<file path="src/rtl/load_store_unit.sv">
// RV32I load/store stage: single-outstanding req/gnt/rvalid data-memory port, lane steering, load extension.
// Optional `define LSU_MISALIGN_TRAP_EN turns misaligned H/W accesses into a fault instead of an aligned access.
module load_store_unit #(
  parameter int DataWidth = 32,
  parameter int AddrWidth = 32
) (
  input  logic                 clk,
  input  logic                 rst_n,
  input  logic                 in_valid,
  output logic                 in_ready,
  input  logic                 is_load,
  input  logic                 is_store,
  input  logic [2:0]           funct3,
  input  logic [DataWidth-1:0] alu_out,
  input  logic [DataWidth-1:0] store_data,
  input  logic [4:0]           rd_addr,
  output logic                 mem_req,
  output logic                 mem_we,
  output logic [AddrWidth-1:0] mem_addr,
  output logic [DataWidth-1:0] mem_wdata,
  output logic [3:0]           mem_wstrb,
  input  logic                 mem_gnt,
  input  logic                 mem_rvalid,
  input  logic [DataWidth-1:0] mem_rdata,
  output logic                 wb_valid,
  output logic [DataWidth-1:0] wb_data,
  output logic [4:0]           wb_rd,
  output logic                 wb_we,
  output logic                 misaligned_err
);

  // Handshake: an instruction transfers on a rising edge where in_valid && in_ready;
  // mem_req holds address/data stable until the edge where mem_gnt is high.
  typedef enum logic [1:0] {
    IDLE = 2'd0,
    REQ  = 2'd1,
    RSP  = 2'd2,
    DONE = 2'd3
  } state_e;

  state_e               state_q, state_d;
  logic                 in_ready_q, in_ready_d;
  logic                 mem_req_q, mem_req_d;
  logic                 mem_we_q, mem_we_d;
  logic [AddrWidth-1:0] mem_addr_q, mem_addr_d;
  logic [DataWidth-1:0] mem_wdata_q, mem_wdata_d;
  logic [3:0]           mem_wstrb_q, mem_wstrb_d;
  logic                 wb_valid_q, wb_valid_d;
  logic [DataWidth-1:0] wb_data_q, wb_data_d;
  logic [4:0]           wb_rd_q, wb_rd_d;
  logic                 wb_we_q, wb_we_d;
  logic                 misaligned_err_q, misaligned_err_d;
  logic                 is_load_q, is_load_d;
  logic [2:0]           funct3_q, funct3_d;
  logic [1:0]           lane_q, lane_d;

  logic [1:0]           in_lane;
  logic [3:0]           st_wstrb;
  logic [DataWidth-1:0] st_wdata;
`ifdef LSU_MISALIGN_TRAP_EN
  logic                 in_misaligned;
`endif

  // Lane taken modulo the access size: halfwords use addr[1] only, words ignore both bits.
  function automatic logic [1:0] eff_lane(input logic [2:0] f3, input logic [1:0] a);
    case (f3[1:0])
      2'b00:   eff_lane = a;
      2'b01:   eff_lane = {a[1], 1'b0};
      default: eff_lane = 2'b00;
    endcase
  endfunction

  function automatic logic [31:0] extract(input logic [2:0] f3, input logic [1:0] lane,
                                          input logic [31:0] rdata);
    logic [31:0] sh;
    sh = rdata >> {lane, 3'b000};
    case (f3)
      3'b000:  extract = {{24{sh[7]}}, sh[7:0]};
      3'b100:  extract = {24'd0, sh[7:0]};
      3'b001:  extract = {{16{sh[15]}}, sh[15:0]};
      3'b101:  extract = {16'd0, sh[15:0]};
      3'b010:  extract = rdata;
      default: extract = 32'd0;
    endcase
  endfunction

  always_comb begin
    state_d          = state_q;
    in_ready_d       = in_ready_q;
    mem_req_d        = mem_req_q;
    mem_we_d         = mem_we_q;
    mem_addr_d       = mem_addr_q;
    mem_wdata_d      = mem_wdata_q;
    mem_wstrb_d      = mem_wstrb_q;
    wb_valid_d       = 1'b0;
    wb_data_d        = wb_data_q;
    wb_rd_d          = wb_rd_q;
    wb_we_d          = wb_we_q;
    misaligned_err_d = 1'b0;
    is_load_d        = is_load_q;
    funct3_d         = funct3_q;
    lane_d           = lane_q;

    in_lane = eff_lane(funct3, alu_out[1:0]);
    case (funct3)
      3'b000: begin
        st_wstrb = 4'b0001 << in_lane;
        st_wdata = {4{store_data[7:0]}};
      end
      3'b001: begin
        st_wstrb = 4'b0011 << in_lane;
        st_wdata = {2{store_data[15:0]}};
      end
      3'b010: begin
        st_wstrb = 4'b1111;
        st_wdata = store_data;
      end
      default: begin
        st_wstrb = 4'b0000;
        st_wdata = store_data;
      end
    endcase
`ifdef LSU_MISALIGN_TRAP_EN
    in_misaligned = ((funct3[1:0] == 2'b01) && alu_out[0]) ||
                    ((funct3 == 3'b010) && (alu_out[1:0] != 2'b00));
`endif

    case (state_q)
      IDLE: begin
        in_ready_d = 1'b1;
        if (in_valid && in_ready_q) begin
          in_ready_d = 1'b0;
          is_load_d  = is_load;
          funct3_d   = funct3;
          lane_d     = in_lane;
          wb_rd_d    = rd_addr;
          if (!(is_load || is_store)) begin
            state_d    = DONE;
            wb_valid_d = 1'b1;
            wb_data_d  = alu_out;
            wb_we_d    = (rd_addr != 5'd0);
          end
`ifdef LSU_MISALIGN_TRAP_EN
          else if (in_misaligned) begin
            state_d          = DONE;
            wb_valid_d       = 1'b1;
            wb_data_d        = alu_out;
            wb_we_d          = 1'b0;
            misaligned_err_d = 1'b1;
          end
`endif
          else begin
            state_d     = REQ;
            mem_req_d   = 1'b1;
            mem_we_d    = !is_load;
            mem_addr_d  = {alu_out[AddrWidth-1:2], 2'b00};
            mem_wstrb_d = is_load ? 4'b0000 : st_wstrb;
            mem_wdata_d = is_load ? '0 : st_wdata;
          end
        end
      end
      REQ: begin
        if (mem_gnt) begin
          mem_req_d = 1'b0;
          if (is_load_q) begin
            state_d = RSP;
          end else begin
            state_d    = DONE;
            wb_valid_d = 1'b1;
            wb_data_d  = '0;
            wb_we_d    = 1'b0;
          end
        end
      end
      RSP: begin
        if (mem_rvalid) begin
          state_d    = DONE;
          wb_valid_d = 1'b1;
          wb_data_d  = extract(funct3_q, lane_q, mem_rdata);
          wb_we_d    = (wb_rd_q != 5'd0);
        end
      end
      DONE: begin
        state_d    = IDLE;
        in_ready_d = 1'b1;
      end
      default: state_d = IDLE;
    endcase
  end

  always_ff @(posedge clk or negedge rst_n) begin
    if (!rst_n) begin
      state_q          <= IDLE;
      in_ready_q       <= 1'b0;
      mem_req_q        <= 1'b0;
      mem_we_q         <= 1'b0;
      mem_addr_q       <= '0;
      mem_wdata_q      <= '0;
      mem_wstrb_q      <= 4'b0000;
      wb_valid_q       <= 1'b0;
      wb_data_q        <= '0;
      wb_rd_q          <= 5'd0;
      wb_we_q          <= 1'b0;
      misaligned_err_q <= 1'b0;
      is_load_q        <= 1'b0;
      funct3_q         <= 3'd0;
      lane_q           <= 2'd0;
    end else begin
      state_q          <= state_d;
      in_ready_q       <= in_ready_d;
      mem_req_q        <= mem_req_d;
      mem_we_q         <= mem_we_d;
      mem_addr_q       <= mem_addr_d;
      mem_wdata_q      <= mem_wdata_d;
      mem_wstrb_q      <= mem_wstrb_d;
      wb_valid_q       <= wb_valid_d;
      wb_data_q        <= wb_data_d;
      wb_rd_q          <= wb_rd_d;
      wb_we_q          <= wb_we_d;
      misaligned_err_q <= misaligned_err_d;
      is_load_q        <= is_load_d;
      funct3_q         <= funct3_d;
      lane_q           <= lane_d;
    end
  end

  assign in_ready       = in_ready_q;
  assign mem_req        = mem_req_q;
  assign mem_we         = mem_we_q;
  assign mem_addr       = mem_addr_q;
  assign mem_wdata      = mem_wdata_q;
  assign mem_wstrb      = mem_wstrb_q;
  assign wb_valid       = wb_valid_q;
  assign wb_data        = wb_data_q;
  assign wb_rd          = wb_rd_q;
  assign wb_we          = wb_we_q;
  assign misaligned_err = misaligned_err_q;

endmodule

</file>
<file path="config.mk">
export PLATFORM = sky130hd
export DESIGN_NAME = load_store_unit
export DESIGN_NICKNAME = d
export VERILOG_FILES = /design/src/rtl/load_store_unit.sv
export SDC_FILE = /design/constraint.sdc
export NUM_CORES = 1
export LEC_CHECK = 0
export ABC_AREA = 0
export BUFFER_PORTS_ARGS = -buffer_cell sky130_fd_sc_hd__buf_2
export CAP_MARGIN = 20
export CELL_PAD_IN_SITES_DETAIL_PLACEMENT = 1
export CELL_PAD_IN_SITES_GLOBAL_PLACEMENT = 2
export CORE_ASPECT_RATIO = 1.2
export CORE_MARGIN = 5
export CORE_UTILIZATION = 30
export DETAILED_ROUTE_END_ITERATION = 7
export PLACE_DENSITY_LB_ADDON = 0.1
export SLEW_MARGIN = 20
export SYNTH_ARGS = -nofsm -noshare
export SYNTH_HDL_FRONTEND = slang
export SYNTH_SLANG_ARGS = --single-unit
</file>
<file path="constraint.sdc">
create_clock -name clk -period 2.7 [get_ports clk]
set_input_delay 0.54 -clock clk [delete_from_list [all_inputs] [get_ports clk]]
set_output_delay 0.54 -clock clk [all_outputs]
set_load 0.05 [all_outputs]
</file>
* Word level (Yosys, flattened, before mapping)
Index checks and enable logic that the tools add are counted.
** Storage, ports and cells
- Register bits after elaboration :: 116
- Input bits :: 111
- Logic and storage cells :: 86
- Output and inout bits :: 111
** Cells by class
- Mux-type cells :: 36
- Shifts and indexed selects :: 3
- Reduce and logical (&&, ||, !) cells :: 17
- Equal/unequal tests :: 16
** Operators by type and width (number)
- $mux W32 :: 6
- $pmux W32 S5 :: 1
- $pmux W32 S3 :: 1
- $pmux W32 S2 :: 1
- $shr A32 B5 Y16 :: 1
- $mux W1 :: 15
- $ne A2 B2 Y1 const B :: 6
- $pmux W4 S3 :: 1
- $reduce_bool A5 Y1 :: 2
- $mux W2 :: 4
- $pmux W2 S4 :: 1
- $eq A3 B1 Y1 const B :: 2
- $eq A3 B2 Y1 const B :: 2
- $eq A3 B3 Y1 const B :: 2
- $logic_not A3 Y1 :: 2
- $pmux W1 S3 :: 2
- $reduce_and A3 Y1 :: 2
- $reduce_and A6 Y1 :: 1
- $eq A2 B1 Y1 const B :: 2
- $eq A2 B2 Y1 const B :: 2
- $logic_not A2 Y1 :: 2
- $mux W4 :: 1
- $pmux W1 S2 :: 2
- $pmux W2 S2 :: 1
- 9 further kinds :: 10

* Logic depth before layout (Yosys ltp)
- Depth after elaboration :: 5
- Gate-level depth with buffers :: 8
- Depth with buffers taken out :: 6

* Least setup slack after synthesis
OpenSTA, ideal clock, no wires.
- Path kind :: register to register
- Start point :: register state_q[0]
- End point :: register wb_data_q[21], in the netlist wb_data[21]
- Data required time :: 2.554 ns
- Setup time :: 0.146 ns
- Period minus slack after synthesis :: 2.183 ns
- Arrival time :: 2.037 ns
- Cell stages (with the launch flop) :: 8
- Path buffers :: 1
- Setup slack :: 0.517 ns
- Cells stage by stage :: dfrtp_1 inv_1 ha_1 nor2b_1 o21ai_1 or2_1 clkbuf_1 o221ai_2
** Between the ends
- Longest elaborated chain between the ends :: 3
- Elaborated cells on any way between the ends :: 11
- Classes of those cells :: eq/ne: 7; mux: 1; reduce/logical: 3
** RTL lines
- from (decl) :: line 41 : state_e state_q, state_d;
- from (signal assigned) :: line 209 : state_q <= state_d;
- $eq A2 B1 Y1, or another cell as far along :: line 128 : case (state_q)
- $ne A2 B2 Y1 (no source line) or $reduce_bool A3 Y1 (tied branches)
- $reduce_and A6 Y1 (no source line)
- to (signal assigned) :: line 217 : wb_data_q <= wb_data_d;
- to (decl) :: line 49 : logic [DataWidth-1:0] wb_data_q, wb_data_d;
Parallel ways exist; a longest one is shown, timed or not.
A chain may end at the register's enable or synchronous reset.

* Final worst setup path
- Start point :: register state_q[0]
- End point :: register wb_data_q[15], in the netlist wb_data[15]
Same word-level chain as after synthesis.

==> flow_summary_export.csv <==
group,metric,value,unit
logic_synthesis,synthCells,560,
setup_path,cpMaxStageDelayCell,"or4b_1",
finish,layout.nets,886,
clock_tree,cts_max_level,4,
floorplan,die-area,22900,µm²
sta,tightestPinTransition,548,ps
logic_synthesis,syn_avg_cell_area,10.7,µm²
logic_synthesis,netlist_area,5990,µm²
sta,skew,6.29,ps
sta,min_period,2330,ps
drt,drt-total-wl,21800,µm
clock_tree,cts_tree,"built",
drt,via_count,5317,
sta,clock.fmax,428,MHz
setup_path,reg2reg_depth,7,
floorplan,placeableCoreArea,19600,µm²
logic_synthesis,synth_seq_area_share,0.485,
clock_tree,numCtsBuffers,17,
logic_synthesis,synth_edf_count,0,
sta,fin_crit_sh,0.865,
flow_run,max_cap_viol_count,0,
drt,dr.first_iter.drc_count,239,
clock_tree,cts_setup_buffers,0,
finish,final_common_cell,"buf_2",
run_status,status,"completed",
place,hpwlAfterDp,16800,µm
global_routing,use_met2,0.334,
drt,wl_per_cell,20.9,µm
setup_path,critPathCaptureType,"flip-flop",
drt,dr.pass1.iters,5,
global_routing,grt.met3_usage,0.0573,
setup_path,crit_chain,"inv_1, ha_1, nor2b_1, o21ai_2, or4b_1, buf_4, o221ai_1",
global_routing,gr-usage-met1,0.226,
place,io_buffers,218,
setup_path,r2r_end,"wb_data[15]",
clock_tree,clk_latency,410,ps
clock_tree,cts-root-buf,"clkbuf_16",
global_routing,grt_pass1_vias,5911,
setup_path,worst-path-max-fanout,23,
clock_tree,cts_resized,0,
global_routing,overflow,0,
setup_path,reg2reg_slack,370,ps
setup_path,r2r-start,"state_q[0]",
sta,rsz0062_at_grt,"no",
clock_tree,cts_sinks,116,
clock_tree,cts_buffer_depth,2,
place,dpl-instance-area,7390,µm²
global_routing,grt_busiest_layer,"met2",
finish,area_delta_synth_final,33.2,%
setup_path,path_delay_family,"simple AND/OR/NAND/NOR gates",
place,routabilityCongestion,0.799,
setup_path,path_class,"reg2reg",
drt,drcViolationCount,0,
place,dp.cells,1012,
drt,drt.antenna.violating_nets,0,
place,pre_cts_ws,383,ps
floorplan,die_width,139,µm
floorplan,ioPinCount,222,
power_and_ir_drop,ir_worst_vdd,594,µV
sta,setup-tns-final,0,ps
finish,drive_gt1_frac,0.412,
global_routing,antenna_found_initial,1,
setup_path,cp.arrival,2660,ps
global_routing,grt_max_degree,65,
sta,max-slew-margin-rel,0.634,
logic_synthesis,synth_cell_types,52,
floorplan,start_util,0.305,
logic_synthesis,async_flop_share,1.00,
logic_synthesis,ys_ff_latch,116,
global_routing,grt_pass1_wl,33800,µm
power_and_ir_drop,leakage,3.81,nW
worst_hold_path,worstHoldPathType,"in2async",
finish,final_cell_mix,"217 x buf_2, 116 x dfrtp_1, 78 x nand2_1",
sta,hold_violations,0,
sta,fin_ws,365,ps
logic_synthesis,yosysWarnings,0,
floorplan,row_count,56,
finish,antennaDiodeCount,0,
power_and_ir_drop,p_per_area,1490,nW/µm²
finish,final_area,7980,µm²
setup_path,cp.required,3020,ps
setup_path,critPathBufInv,2,
floorplan,die_h,165,µm
clock_tree,cts.clk_slew.worst_paths,60,ps
logic_synthesis,ys.flop_type,"dfrtp_1",
sta,setup_viol,0,
setup_path,critPathMaxStageDelay,510,ps
drt,viasPerCell,5.10,
setup_path,cp-start-kind,"flip-flop",
clock_tree,cts_hold_buf,0,
sta,drv_slew,0,
global_routing,grtUsageTotal,0.188,
finish,final_cells,1043,
## worst max path at each step
stage,depth (start not counted),startpoint,slack (ps),endpoint
floorplan,7,state_q[0],520,wb_data[21]
global placement,8,state_q[0],470,wb_data[14]
detailed placement,7,state_q[0],380,wb_data[15]
CTS,8,state_q[0],350,wb_data[10]
global route,8,state_q[0],200,wb_data[8]
finish,7,state_q[0],370,wb_data[15]
## synthesized netlist by cell type (13+ instances only)
cell type | number | area (µm²)
dfrtp_1 | 116 | 2900
nand2_1 | 78 | 293
mux2_1 | 17 | 191
mux2i_1 | 37 | 370
o221ai_2 | 15 | 225
a22o_1 | 15 | 131
or2_2 | 14 | 87.6
o21ai_0 | 47 | 235
mux2_2 | 15 | 169
a21oi_1 | 13 | 65.1
a211oi_1 | 24 | 180
clkbuf_1 | 31 | 116
## sequential cells by signal, summed over array words and instances, names as in the netlist
register   cells
wb_rd          5
mem_wdata     32
in_ready       1
wb_valid       1
wb_we          1
state_q        2
funct3_q       3
wb_data       32
lane_q         2
is_load_q      1
mem_addr      30
mem_wstrb      4
mem_we         1
mem_req        1
## metal layers
metal,vias to the layer above,share of wire
met5,-,0.00060
met4,2,0.0099
met3,19,0.061
met2,164,0.51
met1,2644,0.42
li1,2488,-
## cell families (layout without fill, tap and decap cells)
| family | after synthesis | in the layout | share of synthesized area |
|---|---|---|---|
| buf+inv | 55 | 275 | 0.0405 |
| flops | 116 | 116 | 0.485 |
| other cells | 1 | 3 | 0.000626 |
| fa+ha+maj | 5 | 5 | 0.0104 |
| simple gates | 140 | 140 | 0.117 |
| compound gates | 172 | 172 | 0.218 |
| mux | 71 | 71 | 0.130 |
## stage by stage
stage / utilization / hold WS (ps) / total power [mW]
floorplan: - / 244 / 7.87
global placement: 0.377 / 458 / 9.59
detailed placement: 0.377 / 467 / 9.74
CTS: 0.407 / 22.2 / 12.0
global route: 0.407 / 35.8 / 12.6
finish: 0.407 / 34.0 / 11.9
## final cells by class
| class | count | area (µm²) |
|---|---|---|
| clock buffer | 22 | 484 |
| clock inverter | 9 | 103 |
| fill | 2274 | 11600 |
| inverter | 7 | 26.3 |
| multi-input combinational | 391 | 2870 |
| sequential | 116 | 2900 |
| tap | 261 | 327 |
| timing repair buffer | 237 | 1260 |
## where the power goes
part | leakage, nW | total [mW] | switching [mW] | internal, mW
clock | 0.284 | 2.26 | 0.818 | 1.44
combinational | 2.05 | 6.64 | 4.79 | 1.85
sequential | 1.47 | 2.98 | 0.480 | 2.50
No activity file was read; power rests on OpenSTA's default activity.
